<file path="src/rtl/instr_encoder_if.sv">
// ---------------------------------------------------------------------------
// instr_encoder_if
//
// Bundles the two streams of the RV32I instruction encoder:
//   * record side : in_valid / in_ready plus the decoded fields
//                   (fmt, opcode, rd, funct3, rs1, rs2, funct7, imm)
//   * word side   : out_valid / out_ready plus out_instr and out_addr
//   * status      : word_count (words emitted) and the sticky err flag
//
// Modports:
//   master - the producer/consumer side (program loader, testbench)
//   slave  - the encoder itself
// ---------------------------------------------------------------------------
interface instr_encoder_if;

   // Record stream into the encoder
   logic        in_valid;
   logic        in_ready;
   logic [2:0]  fmt;
   logic [6:0]  opcode;
   logic [4:0]  rd;
   logic [2:0]  funct3;
   logic [4:0]  rs1;
   logic [4:0]  rs2;
   logic [6:0]  funct7;
   logic [31:0] imm;

   // Word stream out of the encoder
   logic        out_valid;
   logic        out_ready;
   logic [31:0] out_instr;
   logic [31:0] out_addr;

   // Status
   logic [15:0] word_count;
   logic        err;

   // The side that feeds records and drains words
   modport master (
      output in_valid,
      output fmt,
      output opcode,
      output rd,
      output funct3,
      output rs1,
      output rs2,
      output funct7,
      output imm,
      output out_ready,
      input  in_ready,
      input  out_valid,
      input  out_instr,
      input  out_addr,
      input  word_count,
      input  err
   );

   // The encoder's view of the same wires
   modport slave (
      input  in_valid,
      input  fmt,
      input  opcode,
      input  rd,
      input  funct3,
      input  rs1,
      input  rs2,
      input  funct7,
      input  imm,
      input  out_ready,
      output in_ready,
      output out_valid,
      output out_instr,
      output out_addr,
      output word_count,
      output err
   );

endinterface

</file>
<file path="src/rtl/instr_encoder.sv">
// ---------------------------------------------------------------------------
// instr_encoder
//
// Sequential RV32I instruction encoder. Decoded field records arrive on a
// valid/ready handshake, are packed into 32-bit instruction words and are
// buffered in a small FIFO. Words leave on a second valid/ready stream, each
// tagged with a sequential byte address starting at BASE_ADDR.
//
// Parameters:
//   DEPTH     - FIFO entries, power of two in 2..16
//   BASE_ADDR - address of the first word after reset or restart
//
// Ports:
//   clk     - rising-edge clock
//   rst_n   - asynchronous active-low reset
//   restart - synchronous flush: empties the FIFO, reloads the address,
//             clears word_count and err, drops the record in flight
//   bus     - instr_encoder_if.slave (record stream, word stream, status)
//
// Optional feature macro:
//   ENC_IMM_CHECK_EN - when defined, every immediate is checked for being
//                      representable in its format; a violation still pushes
//                      the truncated word but raises err.
// ---------------------------------------------------------------------------
module instr_encoder #(
   parameter int unsigned DEPTH     = 4,
   parameter logic [31:0] BASE_ADDR = 32'h0000_0000
) (
   input  logic           clk,
   input  logic           rst_n,
   input  logic           restart,
   instr_encoder_if.slave bus
);

   localparam int unsigned PTR_W = $clog2(DEPTH);
   localparam int unsigned CNT_W = PTR_W + 1;
   localparam logic [CNT_W-1:0] FULL_COUNT = CNT_W'(DEPTH);

   localparam logic [2:0] FMT_R = 3'd0;
   localparam logic [2:0] FMT_I = 3'd1;
   localparam logic [2:0] FMT_S = 3'd2;
   localparam logic [2:0] FMT_B = 3'd3;
   localparam logic [2:0] FMT_U = 3'd4;
   localparam logic [2:0] FMT_J = 3'd5;

   // Storage and bookkeeping state
   logic [31:0]      mem_q [DEPTH];
   logic [PTR_W-1:0] wr_ptr_q, wr_ptr_d;
   logic [PTR_W-1:0] rd_ptr_q, rd_ptr_d;
   logic [CNT_W-1:0] count_q, count_d;
   logic [31:0]      addr_q, addr_d;
   logic [15:0]      word_count_q, word_count_d;
   logic             err_q, err_d;

   // Handshake and packing signals
   logic        fifo_full;
   logic        fifo_empty;
   logic        accept;
   logic        fmt_legal;
   logic        push;
   logic        pop;
   logic        imm_bad;
   logic [31:0] packed_word;

   // Handshake decode. in_ready only looks at occupancy, so a full FIFO
   // refuses a record even when a pop happens in the same cycle. restart
   // wins over both handshakes: the record in flight and the head word are
   // both left alone while everything is flushed.
   always_comb begin
      fifo_full  = (count_q == FULL_COUNT);
      fifo_empty = (count_q == '0);
      fmt_legal  = (bus.fmt <= FMT_J);
      accept     = bus.in_valid && !fifo_full && !restart;
      push       = accept && fmt_legal;
      pop        = !fifo_empty && bus.out_ready && !restart;
   end

   // Field-to-word packing. Each format scatters the immediate into its own
   // bit positions; fields a format does not use simply never appear. The
   // I-format shift-immediates need no special case because the caller puts
   // funct7 into imm[11:5] already.
   always_comb begin
      packed_word = '0;
      case (bus.fmt)
         FMT_R: packed_word = {bus.funct7, bus.rs2, bus.rs1, bus.funct3,
                               bus.rd, bus.opcode};
         FMT_I: packed_word = {bus.imm[11:0], bus.rs1, bus.funct3,
                               bus.rd, bus.opcode};
         FMT_S: packed_word = {bus.imm[11:5], bus.rs2, bus.rs1, bus.funct3,
                               bus.imm[4:0], bus.opcode};
         FMT_B: packed_word = {bus.imm[12], bus.imm[10:5], bus.rs2, bus.rs1,
                               bus.funct3, bus.imm[4:1], bus.imm[11],
                               bus.opcode};
         FMT_U: packed_word = {bus.imm[31:12], bus.rd, bus.opcode};
         FMT_J: packed_word = {bus.imm[20], bus.imm[10:1], bus.imm[11],
                               bus.imm[19:12], bus.rd, bus.opcode};
         default: packed_word = '0;
      endcase
   end

`ifdef ENC_IMM_CHECK_EN
   // Range check of the immediate. A value fits when every bit above the
   // format's sign bit is a copy of it; branch and jump offsets must also be
   // even, and U-type values must have nothing in the low twelve bits.
   always_comb begin
      imm_bad = 1'b0;
      case (bus.fmt)
         FMT_I, FMT_S:
            imm_bad = !((&bus.imm[31:11]) || !(|bus.imm[31:11]));
         FMT_B:
            imm_bad = !((&bus.imm[31:12]) || !(|bus.imm[31:12])) || bus.imm[0];
         FMT_J:
            imm_bad = !((&bus.imm[31:20]) || !(|bus.imm[31:20])) || bus.imm[0];
         FMT_U:
            imm_bad = (bus.imm[11:0] != 12'h000);
         default:
            imm_bad = 1'b0;
      endcase
   end
`else
   // Without the range check only an illegal format can raise err.
   assign imm_bad = 1'b0;
`endif

   // Next-state logic for the FIFO pointers, occupancy, address counter,
   // word counter and sticky error flag. Pointers wrap naturally because
   // DEPTH is a power of two. A simultaneous push and pop leaves the
   // occupancy unchanged while both pointers advance, which keeps order.
   always_comb begin
      wr_ptr_d     = wr_ptr_q;
      rd_ptr_d     = rd_ptr_q;
      count_d      = count_q;
      addr_d       = addr_q;
      word_count_d = word_count_q;
      err_d        = err_q;

      if (restart) begin
         wr_ptr_d     = '0;
         rd_ptr_d     = '0;
         count_d      = '0;
         addr_d       = BASE_ADDR;
         word_count_d = '0;
         err_d        = 1'b0;
      end else begin
         if (push) begin
            wr_ptr_d = wr_ptr_q + PTR_W'(1);
         end
         if (pop) begin
            rd_ptr_d = rd_ptr_q + PTR_W'(1);
            addr_d   = addr_q + 32'd4;
            if (word_count_q != 16'hFFFF) begin
               word_count_d = word_count_q + 16'd1;
            end
         end
         case ({push, pop})
            2'b10:   count_d = count_q + CNT_W'(1);
            2'b01:   count_d = count_q - CNT_W'(1);
            default: count_d = count_q;
         endcase
         if (accept && (!fmt_legal || imm_bad)) begin
            err_d = 1'b1;
         end
      end
   end

   // Control state registers. Reset puts the encoder back to an empty FIFO
   // at BASE_ADDR with no error; any buffered words are lost.
   always_ff @(posedge clk or negedge rst_n) begin
      if (!rst_n) begin
         wr_ptr_q     <= '0;
         rd_ptr_q     <= '0;
         count_q      <= '0;
         addr_q       <= BASE_ADDR;
         word_count_q <= '0;
         err_q        <= 1'b0;
      end else begin
         wr_ptr_q     <= wr_ptr_d;
         rd_ptr_q     <= rd_ptr_d;
         count_q      <= count_d;
         addr_q       <= addr_d;
         word_count_q <= word_count_d;
         err_q        <= err_d;
      end
   end

   // FIFO storage. Entries need no reset because out_instr is masked
   // whenever the FIFO is empty, so stale contents are never visible.
   always_ff @(posedge clk) begin
      if (push) begin
         mem_q[wr_ptr_q] <= packed_word;
      end
   end

   // Outputs come straight from registered state, so nothing on the record
   // side reaches the word side within a cycle.
   always_comb begin
      bus.in_ready   = !fifo_full;
      bus.out_valid  = !fifo_empty;
      bus.out_instr  = fifo_empty ? 32'h0000_0000 : mem_q[rd_ptr_q];
      bus.out_addr   = addr_q;
      bus.word_count = word_count_q;
      bus.err        = err_q;
   end

endmodule

</file>
<file path="src/flat_wrapper.sv">
// flat-port wrapper written by rule: the top's interface ports become plain ports
module instr_encoder_flat 
#(
   parameter int unsigned DEPTH     = 4,
   parameter logic [31:0] BASE_ADDR = 32'h0000_0000
)
  (clk, rst_n, restart, bus_in_valid, bus_fmt, bus_opcode, bus_rd, bus_funct3, bus_rs1, bus_rs2, bus_funct7, bus_imm, bus_out_ready, bus_in_ready, bus_out_valid, bus_out_instr, bus_out_addr, bus_word_count, bus_err);
  instr_encoder_if bus_i ();
  input  logic clk;
  input  logic rst_n;
  input  logic restart;
  input wire logic [$bits(bus_i.in_valid)-1:0] bus_in_valid;
  input wire logic [$bits(bus_i.fmt)-1:0] bus_fmt;
  input wire logic [$bits(bus_i.opcode)-1:0] bus_opcode;
  input wire logic [$bits(bus_i.rd)-1:0] bus_rd;
  input wire logic [$bits(bus_i.funct3)-1:0] bus_funct3;
  input wire logic [$bits(bus_i.rs1)-1:0] bus_rs1;
  input wire logic [$bits(bus_i.rs2)-1:0] bus_rs2;
  input wire logic [$bits(bus_i.funct7)-1:0] bus_funct7;
  input wire logic [$bits(bus_i.imm)-1:0] bus_imm;
  input wire logic [$bits(bus_i.out_ready)-1:0] bus_out_ready;
  output wire logic [$bits(bus_i.in_ready)-1:0] bus_in_ready;
  output wire logic [$bits(bus_i.out_valid)-1:0] bus_out_valid;
  output wire logic [$bits(bus_i.out_instr)-1:0] bus_out_instr;
  output wire logic [$bits(bus_i.out_addr)-1:0] bus_out_addr;
  output wire logic [$bits(bus_i.word_count)-1:0] bus_word_count;
  output wire logic [$bits(bus_i.err)-1:0] bus_err;
  assign bus_i.in_valid = bus_in_valid;
  assign bus_i.fmt = bus_fmt;
  assign bus_i.opcode = bus_opcode;
  assign bus_i.rd = bus_rd;
  assign bus_i.funct3 = bus_funct3;
  assign bus_i.rs1 = bus_rs1;
  assign bus_i.rs2 = bus_rs2;
  assign bus_i.funct7 = bus_funct7;
  assign bus_i.imm = bus_imm;
  assign bus_i.out_ready = bus_out_ready;
  assign bus_in_ready = bus_i.in_ready;
  assign bus_out_valid = bus_i.out_valid;
  assign bus_out_instr = bus_i.out_instr;
  assign bus_out_addr = bus_i.out_addr;
  assign bus_word_count = bus_i.word_count;
  assign bus_err = bus_i.err;
  instr_encoder #(.DEPTH(DEPTH), .BASE_ADDR(BASE_ADDR)) u_core (.clk(clk), .rst_n(rst_n), .restart(restart), .bus(bus_i));
endmodule
</file>
<file path="config.mk">
export PLATFORM = sky130hd
export DESIGN_NAME = instr_encoder_flat
export DESIGN_NICKNAME = d
export VERILOG_FILES = /design/src/rtl/instr_encoder_if.sv /design/src/rtl/instr_encoder.sv /design/src/flat_wrapper.sv
export SDC_FILE = /design/constraint.sdc
export NUM_CORES = 1
export LEC_CHECK = 0
export CAP_MARGIN = 20
export CORE_UTILIZATION = 59
export CTS_BUF_LIST = sky130_fd_sc_hd__clkbuf_4 sky130_fd_sc_hd__clkbuf_8
export DETAILED_ROUTE_END_ITERATION = 8
export PLACE_DENSITY = 0.95
export REMOVE_ABC_BUFFERS = 1
export SYNTH_ARGS = -nofsm -noshare
export SYNTH_HDL_FRONTEND = slang
export SYNTH_SLANG_ARGS = --single-unit
</file>
<file path="constraint.sdc">
create_clock -name clk -period 5.4 [get_ports clk]
set_input_delay 1.08 -clock clk [delete_from_list [all_inputs] [get_ports clk]]
set_output_delay 1.08 -clock clk [all_outputs]
set_load 0.005 [all_outputs]
</file>
# Yosys cells after proc, flatten, opt, wreduce, memory -nomap -nowiden

Memories as Yosys holds them, arrays and structs flattened.
Cells that the tools add are included.

Add/sub/neg operators: 6
Order comparisons: 1
Equality and inequality tests: 9
Mux-type cells: 17
Reductions and logical operators: 18

Operator list:

| cell                  | count |
|---|---|
| $pmux 32 s6           | 1 |
| $mux 32               | 3 |
| $mux 16               | 3 |
| $add 32x3->32 const B | 1 |
| $add 16x1->16 const B | 1 |
| $ne 16x16->1 const B  | 1 |
| $eq 3x3->1 const B    | 3 |
| $mux 2                | 4 |
| $reduce_bool 2->1     | 4 |
| $eq 3x2->1 const B    | 2 |
| $logic_and 1x1->1     | 6 |
| $logic_not 3->1       | 2 |
| $pmux 3 s2            | 1 |
| $add 2x1->2 const B   | 2 |
| $logic_not 1->1       | 4 |
| $mux 1                | 4 |
| $add 3x1->3 const B   | 1 |
| $eq 3x1->1 const B    | 1 |
| $le 3x3->1 const B    | 1 |
| $mux 3                | 1 |
| $reduce_bool 3->1     | 1 |
| $sub 3x1->3 const B   | 1 |
| $eq 2x1->1 const B    | 1 |
| $eq 2x2->1 const B    | 1 |
| $reduce_and 2->1      | 1 |

Register bits after elaboration: 56
Memory bits (writable): 128
Input port bits: 72
Output and inout bits: 83
Logic and storage cells: 58
Memories kept: 1

Memories:

| name         | depth | width | rd ports | clocked after memory_dff | wr ports | line                | source |
|---|---|---|---|---|---|---|---|
| u_core.mem_q | 4     | 32    | 1        | 0                        | 1        | instr_encoder.sv:47 | `logic [31:0] mem_q [DEPTH];` |

# Depth between registers and ports, before layout

Gate-level depths: netlist (run 1).

Depth in word-level cells: 8
Mapped depth: 7
Mapped depth without buffers: 7

# Worst setup path before layout (run 1)

Ideal clock, no wire load.

Path kind: input port to flip-flop
From: input port bus_fmt[2]
To: memory u_core.mem_q[0][0] (enable)
Setup time: 0.392 ns
Arrival time: 2.454 ns
Data required time: 5.008 ns
Slack: 2.554 ns
Stages: 4
Path buffers: 0
Cells stage by stage: nand2_1 > nand3_1 > nor2_1 > and2_1

Longest elaborated chain between the ends: 4

RTL lines:

| item                         | line                 | source |
|---|---|---|
| start, declared              | flat_wrapper.sv:13   | `input wire logic [$bits(bus_i.fmt)-1:0] bus_fmt;` |
| $le 3x3->1                   | instr_encoder.sv:72  | `fmt_legal = (bus.fmt <= FMT_J);` |
| $logic_and 1x1->1            | instr_encoder.sv:74  | `push = accept && fmt_legal;` |
| $mux 1                       | instr_encoder.sv:189 | `if (push) begin` |
| $mux 1 (not written as such) | instr_encoder.sv:190 | `mem_q[wr_ptr_q] <= packed_word;` |
| end, declared                | instr_encoder.sv:47  |  |

No other way between the ends.

# Final worst setup path (run 1)

From: register u_core.rd_ptr_q[0]
To: output port bus_out_instr[12]

Longest elaborated chain between the ends: 2

RTL lines:

| item                   | line                 | source |
|---|---|---|
| start, declared        | instr_encoder.sv:49  | `logic [PTR_W-1:0] rd_ptr_q, rd_ptr_d;` |
| start signal, assigned | instr_encoder.sv:178 | `rd_ptr_q <= rd_ptr_d;` |
| $mem_v2 4x32           | n/a                  |  |
| $mux 32                | instr_encoder.sv:199 | `bus.out_instr = fifo_empty ? 32'h0000_0000 : mem_q[rd_ptr_q];` |
| end, declared          | flat_wrapper.sv:24   | `output wire logic [$bits(bus_i.out_instr)-1:0] bus_out_instr;` |

No other way between the ends.

==> flow_summary.html, run 1 <==
<table>
<tr><th>Metric</th><th>Value</th></tr>
<tr><th colspan="2">Clocking</th></tr>
<tr><td>Post-cts sizing count</td><td>0</td></tr>
<tr><td>Number of buffers inserted for hold repair after clock tree synthesis</td><td>0</td></tr>
<tr><td>Clock slew at reported path FFs</td><td>approximately 80 ps</td></tr>
<tr><td>Buffers inserted by post-CTS timing repair</td><td>0</td></tr>
<tr><td>Clock tree buffer depth</td><td>2</td></tr>
<tr><td>CTS Buf Count</td><td>17</td></tr>
<tr><td>Insertion delay to the later sink of the worst-skew pair</td><td>460 ps</td></tr>
<tr><td>H-tree lvl count</td><td>4</td></tr>
<tr><td>TritonCTS clock tree</td><td>done</td></tr>
<tr><td>Clock tree root buffer cell</td><td>clkbuf_8</td></tr>
<tr><td>Count of clock tree sinks</td><td>roughly 180</td></tr>
<tr><th colspan="2">Routing</th></tr>
<tr><td>Initial detailed-routing violation count</td><td>466</td></tr>
<tr><td>Remaining antenna violation count</td><td>0</td></tr>
<tr><td>Final Routed Wirelength</td><td>slightly below 20000 um</td></tr>
<tr><td>Vias per cell</td><td>6.140</td></tr>
<tr><td>Post-route met1 wirelength</td><td>~7900 um</td></tr>
<tr><td>Total met3 wirelength after detailed routing</td><td>~1400 um</td></tr>
<tr><td>DR DRC count</td><td>0</td></tr>
<tr><td>Top Metal Used</td><td>met4</td></tr>
<tr><td>Total number of vias</td><td>a little under 6000</td></tr>
<tr><td>Wire length on met2</td><td>between 9000 and 10000 um</td></tr>
<tr><td>First drt pass iteration count</td><td>5</td></tr>
<tr><td>Mean routed wirelength per cell</td><td>approximately 20 um</td></tr>
<tr><th colspan="2">Global routing</th></tr>
<tr><td>Via count of the first global-routing pass</td><td>just under 6000</td></tr>
<tr><td>First-pass GRT wire length</td><td>slightly below 30000 um</td></tr>
<tr><td>Initial antenna violation count</td><td>0</td></tr>
<tr><td>Maximum number of pins on one net before global-route repair</td><td>58</td></tr>
<tr><td>Overall overflow remaining after global route</td><td>0</td></tr>
<tr><td>Global-route usage over all layers</td><td>26.85%</td></tr>
<tr><th colspan="2">Critical path</th></tr>
<tr><td>Critical path's top delay family</td><td>buffers and inverters</td></tr>
<tr><td>WS Path Type</td><td>reg -&gt; out</td></tr>
<tr><td>Element type at the critical path start</td><td>flop</td></tr>
<tr><td>Worst flop-to-flop path startpoint</td><td>u_core.count_q[0]</td></tr>
<tr><td>Crit path to</td><td>bus_out_instr[12]</td></tr>
<tr><td>Category of the worst setup path capture point</td><td>output pin</td></tr>
<tr><td>Worst R2R Setup Slack</td><td>between 2000 and 3000 ps</td></tr>
<tr><td>Crit. path cell count</td><td>4</td></tr>
<tr><td>Ordered cell list for the critical path</td><td>buf_12 -&gt; mux4_2 -&gt; nor2b_1 -&gt; clkdlybuf4s50_1</td></tr>
<tr><td>Critical path's largest stage delay</td><td>between 500 and 600 ps</td></tr>
<tr><td>Slowest cell on the critical path</td><td>mux4_2</td></tr>
<tr><td>Req. time, crit path</td><td>approximately 4300 ps</td></tr>
<tr><td>Sum of buffers and inverters on the critical path</td><td>2</td></tr>
<tr><td>Destination of the worst register-to-register timing path</td><td>u_core.count_q[2]</td></tr>
<tr><td>Number of cells traversed by the worst register-to-register path</td><td>6</td></tr>
<tr><td>Maximum net fanout on the critical path</td><td>27</td></tr>
<tr><td>Critical Path Source</td><td>u_core.rd_ptr_q[0]</td></tr>
<tr><td>WP data arrival</td><td>about 2500 ps</td></tr>
<tr><th colspan="2">Placed design</th></tr>
<tr><td>Buffers added on ports</td><td>approximately 150</td></tr>
<tr><td># placed instances</td><td>around 940</td></tr>
<tr><td>Cell Area, Placed</td><td>about 10000 um2</td></tr>
<tr><td>Detailed Place HPWL</td><td>~13000 um</td></tr>
<tr><td>Routability cong.</td><td>about 0.88</td></tr>
<tr><th colspan="2">Timing</th></tr>
<tr><td>Count of final hold-check violations</td><td>0</td></tr>
<tr><td>Worst setup skew after layout</td><td>around 12 ps</td></tr>
<tr><td>Min Tclk post-route</td><td>between 3000 and 4000 ps</td></tr>
<tr><td>Highest attainable clock frequency</td><td>roughly 0.28 GHz</td></tr>
<tr><td>Part of the cycle the worst path needs</td><td>between 60% and 70%</td></tr>
<tr><td>Accumulated negative setup slack</td><td>0 ps</td></tr>
<tr><td>Final-report setup violation count</td><td>0</td></tr>
<tr><td>Max Slew Vio Count</td><td>0</td></tr>
<tr><td>Transition time of the tightest slew-check pin</td><td>977.8 ps</td></tr>
<tr><td>Rel. slew slack</td><td>between 30 and 40%</td></tr>
<tr><td>Setup repair after global routing missed its margin</td><td>no</td></tr>
<tr><th colspan="2">Floorplanning</th></tr>
<tr><td>Core Box Area</td><td>~14000 um2</td></tr>
<tr><td>Initial Util</td><td>about three fifths</td></tr>
<tr><td>Die area</td><td>around 15000 um2</td></tr>
<tr><td>Floorplan die height</td><td>~120 um</td></tr>
<tr><td>Horiz. Die Dim</td><td>121.7 um</td></tr>
<tr><td>Standard-cell row count</td><td>between 40 and 50</td></tr>
<tr><td>IO Pins</td><td>about 160</td></tr>
<tr><th colspan="2">Synthesis</th></tr>
<tr><td>Top area cells in the synthesized netlist</td><td>edfxtp_1 (45%), dfrtp_1 (16%), mux4_2 (8.5%)</td></tr>
<tr><td>Mean cell area of the mapped netlist</td><td>~13 um2</td></tr>
<tr><td>Netlist Area Pre-Place</td><td>roughly 8500 um2</td></tr>
<tr><td>#FFs+latches synth</td><td>182</td></tr>
<tr><td>Count of synthesis-stage warnings from yosys</td><td>0</td></tr>
<tr><td>Predominant post-synthesis flop cell</td><td>edfxtp_1</td></tr>
<tr><td>Yosys top cell area share</td><td>45.48%</td></tr>
<tr><td>EDFF count, synth</td><td>about 130</td></tr>
<tr><td>Post-synthesis instance total</td><td>around 630</td></tr>
<tr><td>Seq/Total Area, Yosys</td><td>between 60% and 70%</td></tr>
<tr><td>Number of distinct library cell variants in the gate-level netlist after synthesis</td><td>49</td></tr>
<tr><td>Leading area contributor after synthesis</td><td>edfxtp_1</td></tr>
<tr><td>Fraction of synthesis flops using an asynchronous set or reset pin</td><td>between 20 and 30%</td></tr>
<tr><th colspan="2">Power</th></tr>
<tr><td>Cell area power density</td><td>approximately 340 nW/um2</td></tr>
<tr><td>Max rail drop VDD</td><td>about 240 uV</td></tr>
<tr><td>Leak</td><td>around 3.7 nW</td></tr>
<tr><th colspan="2">Flow run</th></tr>
<tr><td>Count of maximum capacitance violations</td><td>0</td></tr>
<tr><th colspan="2">Finish</th></tr>
<tr><td>Final instance count without filler cells</td><td>between 900 and 1000</td></tr>
<tr><td>Design Area, Final</td><td>roughly 11000 um2</td></tr>
<tr><td>Fraction of layout instances using a drive strength above 1</td><td>between 10% and 20%</td></tr>
<tr><td>Utilization of the core after routing</td><td>76.12%</td></tr>
<tr><td>Number of antenna cells inserted</td><td>0</td></tr>
<tr><td>Area growth from synthesis to layout</td><td>25.51%</td></tr>
<tr><td>Final nets</td><td>858</td></tr>
<tr><th colspan="2">Outcome</th></tr>
<tr><td>Result of the run</td><td>completed</td></tr>
<tr><th colspan="2">Hold path</th></tr>
<tr><td>Worst min-delay path category</td><td>reg -&gt; reg</td></tr>
</table>
## through the flow
stage	hold WS, ps	setup WS [ps]	power (mW)
after global placement	485.7	1732	2.608
after floorplan	490.2	1980	2.110
after CTS	506.8	1381	3.668
after global routing	562.4	1711	3.807
after detailed placement	492.9	1585	2.646
final	501.1	1855	3.657
## area by class of cell
type / instances / area, um2
Clock buffer: 17 / 234.0
Clock inverter: 14 / 225.2
Fill cell: 842 / 3328
Inverter: 18 / 67.56
Multi-Input combinational cell: 395 / 3037
Sequential cell: 182 / 5196
Tap cell: 180 / 225.2
Timing Repair Buffer: 165 / 1622
## logic make-up after synthesis
kind of cell,share of synthesized area [%]
buffers and inverters,2.695
adders and majority gates,1.125
and+or+nand+nor,13.64
DFF,61.47
AOI/OAI and AO/OA,8.395
other,0.04438
xor gates and xnor gates,1.451
muxes,11.18
## placed cells by master, fill, tap and decap left out, types with 6 or more instances in the layout
cell             count
xnor2_1             11
buf_4               11
nand2_1             29
nor2b_1             46
nand3_1             15
edfxtp_1           128
a22o_1               8
nand4_1             17
inv_1               18
mux2_2              10
and2_1              15
o31ai_1             21
or4_1               21
nor2_1              36
a21oi_1             44
mux4_2              32
o21ai_0             20
mux2i_1             10
dfrtp_1             53
clkbuf_8            17
ha_1                 6
clkdlybuf4s50_1    150
or3_1                7
## routing by layer
layer  vias up  GRT usage, %
met4         0         8.951
li1       2699             -
met3        25         6.367
met1      2979         34.67
met2       259         44.92
met5         -             0
## worst reg2reg max path: cells and delay by family (launching register included)
kind | cells | cell delay (ps)
simple gates | 2 | 470
mux | 2 | 480
fa+ha+maj | 1 | 400
flops | 1 | 490
compound gates | 1 | 560
## cells in the mapped netlist (all sizes together), types with 2 or more instances
cell / n
a21oi: 44
a22o: 8
a22oi: 5
and2: 15
and3: 4
and4: 3
buf: 12
clkbuf: 27
dfrtp: 54
edfxtp: 128
ha: 6
inv: 18
mux2: 11
mux2i: 10
mux4: 32
nand2: 29
nand3: 15
nand4: 17
nor2: 36
nor2b: 46
nor3: 5
nor4: 6
o2111ai: 2
o21ai: 20
o31a: 2
o31ai: 22
or3: 7
or4: 21
xnor2: 11
xor2: 3
## registers in the layout, summed over array words and instances (netlist names)
signal                 flops
u_core.bus.err             1
u_core.bus.word_count     16
u_core.mem_q             128
u_core.rd_ptr_q            2
u_core.bus.out_addr       30
u_core.count_q             3
u_core.wr_ptr_q            2
## worst min-delay path by stage
stage | depth (start not counted) | slack (ps) | start | endpoint
6_report | 2 | 500 | u_core.bus.err | u_core.bus.err
4_1_cts | 2 | 510 | u_core.bus.err | u_core.bus.err
3_3_place_gp | 2 | 490 | u_core.bus.err | u_core.bus.err
3_5_place_dp | 2 | 490 | u_core.bus.err | u_core.bus.err
2_1_floorplan | 2 | 490 | u_core.bus.err | u_core.bus.err
5_1_grt | 2 | 560 | u_core.bus.err | u_core.bus.err
## where the power goes
part | internal [mW] | total, mW | leakage, nW | switching, mW
logic | 0.542 | 0.981 | 1.50 | 0.438
clock network | 0.555 | 1.04 | 0.231 | 0.484
registers | 1.58 | 1.64 | 1.92 | 0.0598
total | 2.67 | 3.66 | 3.65 | 0.982
Note: power is estimated with default switching activity, not from simulation.
==> run 2: changes to the inputs <==
--- a/config.mk
+++ b/config.mk
@@ -6,10 +6,10 @@
 export NUM_CORES = 1
 export LEC_CHECK = 0
 export CAP_MARGIN = 20
-export CORE_UTILIZATION = 59
+export CORE_UTILIZATION = 54
 export CTS_BUF_LIST = sky130_fd_sc_hd__clkbuf_4 sky130_fd_sc_hd__clkbuf_8
 export DETAILED_ROUTE_END_ITERATION = 8
-export PLACE_DENSITY = 0.95
+export PLACE_DENSITY = 0.91
 export REMOVE_ABC_BUFFERS = 1
 export SYNTH_ARGS = -nofsm -noshare
 export SYNTH_HDL_FRONTEND = slang
==> constraint.sdc (replaced) <==
create_clock -name clk -period 3.3 [get_ports clk]
set_input_delay 0.66 -clock clk [delete_from_list [all_inputs] [get_ports clk]]
set_output_delay 0.66 -clock clk [all_outputs]
set_load 0.005 [all_outputs]
==> run 2 against run 1 <==
Against the previous run: core utilization decreased by 5.8 points; wire length up 4.0%; critical endpoint is now bus_out_instr[19]; sequential power increased by 65%; first-iteration DRC count increased by 13%; largest cell class unchanged; worst hold slack worse by 350 ps.
==> flow_summary.html, run 2 (synthesis gave the netlist of run 1 again) <==
<table>
<tr><th>Metric</th><th>Value</th></tr>
<tr><th colspan="2">Global routing</th></tr>
<tr><td>Initial antenna violation count</td><td>0 (unchanged)</td></tr>
<tr><td>Met2 usage in global routing</td><td>43.05% (-1.9 points)</td></tr>
<tr><td>Global-route usage over all layers</td><td>25.83% (-1.0 points)</td></tr>
<tr><td>Met3 usage</td><td>7.370% (+1.0 points)</td></tr>
<tr><td>Via count of the first global-routing pass</td><td>6026 (+3.5%)</td></tr>
<tr><td>Maximum number of pins on one net before global-route repair</td><td>48 (-17%)</td></tr>
<tr><td>Layer with the highest usage</td><td>met2</td></tr>
<tr><td>Met1 routing resource usage after global routing</td><td>33.57% (-1.1 points)</td></tr>
<tr><td>Overall overflow remaining after global route</td><td>0 (unchanged)</td></tr>
<tr><td>First-pass GRT wire length</td><td>31580 um (+6.5%)</td></tr>
<tr><th colspan="2">Finish</th></tr>
<tr><td>Area growth from synthesis to layout</td><td>26.92%</td></tr>
<tr><td>Final nets</td><td>870 (+1.4%)</td></tr>
<tr><td>Most frequent standard cell in the layout excluding fill and tap cells</td><td>clkdlybuf4s50_1</td></tr>
<tr><td>Register with the highest flop count</td><td>u_core.mem_q</td></tr>
<tr><td>Most frequent cells in the layout</td><td>clkdlybuf4s50_1 (150), edfxtp_1 (128), dfrtp_1 (53)</td></tr>
<tr><td>Number of antenna cells inserted</td><td>0 (unchanged)</td></tr>
<tr><td>Fraction of layout instances using a drive strength above 1</td><td>13.68% (+1.8 points)</td></tr>
<tr><td>Final instance count without filler cells</td><td>1015 (+4.5%)</td></tr>
<tr><td>Flip-flop count of the largest register after layout</td><td>128 (unchanged)</td></tr>
<tr><th colspan="2">Routing</th></tr>
<tr><td>DR DRC count</td><td>0 (unchanged)</td></tr>
<tr><td>Vias per cell</td><td>5.967 (-2.8%)</td></tr>
<tr><td>Total number of vias</td><td>6056 (+1.6%)</td></tr>
<tr><td>First drt pass iteration count</td><td>6 (+1)</td></tr>
<tr><td>Final Routed Wirelength</td><td>19980 um (+4.0%)</td></tr>
<tr><td>Remaining antenna violation count</td><td>0 (unchanged)</td></tr>
<tr><td>Initial detailed-routing violation count</td><td>526 (+13%)</td></tr>
<tr><td>Mean routed wirelength per cell</td><td>19.68 um (-0.54%)</td></tr>
<tr><th colspan="2">Critical path</th></tr>
<tr><td>Category of the worst setup path capture point</td><td>output pin</td></tr>
<tr><td>WP data arrival</td><td>2420 ps (-40 ps)</td></tr>
<tr><td>Critical path's top delay family</td><td>buffers and inverters</td></tr>
<tr><td>Crit. path cell count</td><td>4 (unchanged)</td></tr>
<tr><td>Number of cells traversed by the worst register-to-register path</td><td>4 (-2)</td></tr>
<tr><td>Req. time, crit path</td><td>2640 ps (-1680 ps)</td></tr>
<tr><td>Maximum net fanout on the critical path</td><td>16 (-41%)</td></tr>
<tr><td>Critical path's largest stage delay</td><td>590 ps (+30 ps)</td></tr>
<tr><td>Sum of buffers and inverters on the critical path</td><td>2 (unchanged)</td></tr>
<tr><td>WS Path Type</td><td>reg -&gt; out</td></tr>
<tr><td>Element type at the critical path start</td><td>flop</td></tr>
<tr><td>Ordered cell list for the critical path</td><td>buf_12 -&gt; mux4_2 -&gt; nor2b_1 -&gt; clkdlybuf4s50_1</td></tr>
<tr><td>Slowest cell on the critical path</td><td>dfrtp_4</td></tr>
<tr><th colspan="2">Timing</th></tr>
<tr><td>Accumulated negative setup slack</td><td>0 ps (unchanged)</td></tr>
<tr><td>Worst setup skew after layout</td><td>10.54 ps (-1.099 ps)</td></tr>
<tr><td>Final-report setup violation count</td><td>0 (unchanged)</td></tr>
<tr><td>Rel. slew slack</td><td>36.90% (+2.3 points)</td></tr>
<tr><td>Count of final hold-check violations</td><td>0 (unchanged)</td></tr>
<tr><td>Setup repair after global routing missed its margin</td><td>no</td></tr>
<tr><td>Highest attainable clock frequency</td><td>roughly 0.32 GHz</td></tr>
<tr><td>Min Tclk post-route</td><td>roughly 3100 ps</td></tr>
<tr><td>Part of the cycle the worst path needs</td><td>between 90 and 100%</td></tr>
<tr><td>Transition time of the tightest slew-check pin</td><td>937.8 ps (-39.97 ps)</td></tr>
<tr><td>Max Slew Vio Count</td><td>0 (unchanged)</td></tr>
<tr><th colspan="2">Power</th></tr>
<tr><td>Design Power</td><td>5.861 mW (+60%)</td></tr>
<tr><td>Cell area power density</td><td>546.5 nW/um2 (+59%)</td></tr>
<tr><td>Max rail drop VDD</td><td>291.7 uV (+21%)</td></tr>
<tr><td>Leak</td><td>3.691 nW (+0.99%)</td></tr>
<tr><th colspan="2">Placed design</th></tr>
<tr><td>Routability cong.</td><td>0.8792 (about the same)</td></tr>
<tr><td>Buffers added on ports</td><td>152 (unchanged)</td></tr>
<tr><td># placed instances</td><td>983 (+4.8%)</td></tr>
<tr><td>Detailed Place HPWL</td><td>13990 um (+11%)</td></tr>
<tr><th colspan="2">Floorplanning</th></tr>
<tr><td>IO Pins</td><td>155 (unchanged)</td></tr>
<tr><td>Initial Util</td><td>55.38% (-5.3 points)</td></tr>
<tr><td>Horiz. Die Dim</td><td>127.1 um (+4.5%)</td></tr>
<tr><td>Floorplan die height</td><td>127.1 um (+4.5%)</td></tr>
<tr><td>Die area</td><td>16150 um2 (+9.1%)</td></tr>
<tr><td>Core Box Area</td><td>15260 um2 (+9.5%)</td></tr>
<tr><td>Standard-cell row count</td><td>45 (+4.7%)</td></tr>
<tr><th colspan="2">Clocking</th></tr>
<tr><td>CTS Buf Count</td><td>17 (unchanged)</td></tr>
<tr><td>Insertion delay to the later sink of the worst-skew pair</td><td>460 ps (about the same)</td></tr>
<tr><td>Buffers inserted by post-CTS timing repair</td><td>0 (unchanged)</td></tr>
<tr><td>Clock tree buffer depth</td><td>2 (unchanged)</td></tr>
<tr><td>Clock slew at reported path FFs</td><td>90 ps (about the same)</td></tr>
<tr><td>H-tree lvl count</td><td>4 (unchanged)</td></tr>
<tr><td>Clock tree root buffer cell</td><td>clkbuf_8</td></tr>
<tr><td>TritonCTS clock tree</td><td>done</td></tr>
<tr><td>Count of clock tree sinks</td><td>182 (unchanged)</td></tr>
<tr><th colspan="2">Hold path</th></tr>
<tr><td>Worst min-delay path category</td><td>in -&gt; async</td></tr>
<tr><th colspan="2">Outcome</th></tr>
<tr><td>Result of the run</td><td>completed</td></tr>
<tr><th colspan="2">Flow run</th></tr>
<tr><td>Count of maximum capacitance violations</td><td>0 (unchanged)</td></tr>
</table>
[run 2: path summary, 6_finish.rpt]
path                       slack (ps)              startpoint                        to
setup / recovery                  220      u_core.rd_ptr_q[0]         bus_out_instr[19]
hold / removal                    150                   rst_n  u_core.bus.word_count[3]
setup reg to reg                  950  u_core.bus.out_addr[4]   u_core.bus.out_addr[25]
hold reg to reg                   520          u_core.bus.err            u_core.bus.err
max in group asynchronous        2440                   rst_n        u_core.rd_ptr_q[0]
min in group clk                  520          u_core.bus.err            u_core.bus.err
[run 2: per-stage QoR]
step | setup WS [ps] | hold slack (ps) | area [um2] | util (%)
floorplan | 300.0 | 364.4 | 8294 | -
global placement | 506.3 | 489.5 | 10320 | 67.63
detailed placement | 386.9 | 493.9 | 10320 | 67.63
CTS | 91.89 | 146.5 | 10720 | 70.27
global route | 80.96 | 151.4 | 10730 | 70.29
finish | 220.1 | 151.8 | 10730 | 70.29
[run 2: report_power, final]
part | switching, mW | internal [mW]
clock network | 0.825 | 0.690
logic | 0.722 | 0.922
registers | 0.120 | 2.58
[run 2: repair_timing]
action                     4_1_cts  5_1_grt
gates resized for setup          0        1
setup endpoints to repair        0        1
hold buffers                     0        0
[run 2: area by class of cell]
class | count | area, um2
Fill cell | 1023 | 4533
Tap cell | 211 | 264.0
Timing Repair Buffer | 177 | 1749
Sequential cell | 182 | 5199
Inverter | 18 | 67.56
Multi-Input combinational cell | 395 | 3042
Clock buffer | 17 | 234.0
Clock inverter | 15 | 170.2
[run 2: metal layers]
layer	wire length [um]	share of wire [%]
met2	9964	50
met5	0	0
met4	252	1.3
met1	8047	40
met3	1715	8.6
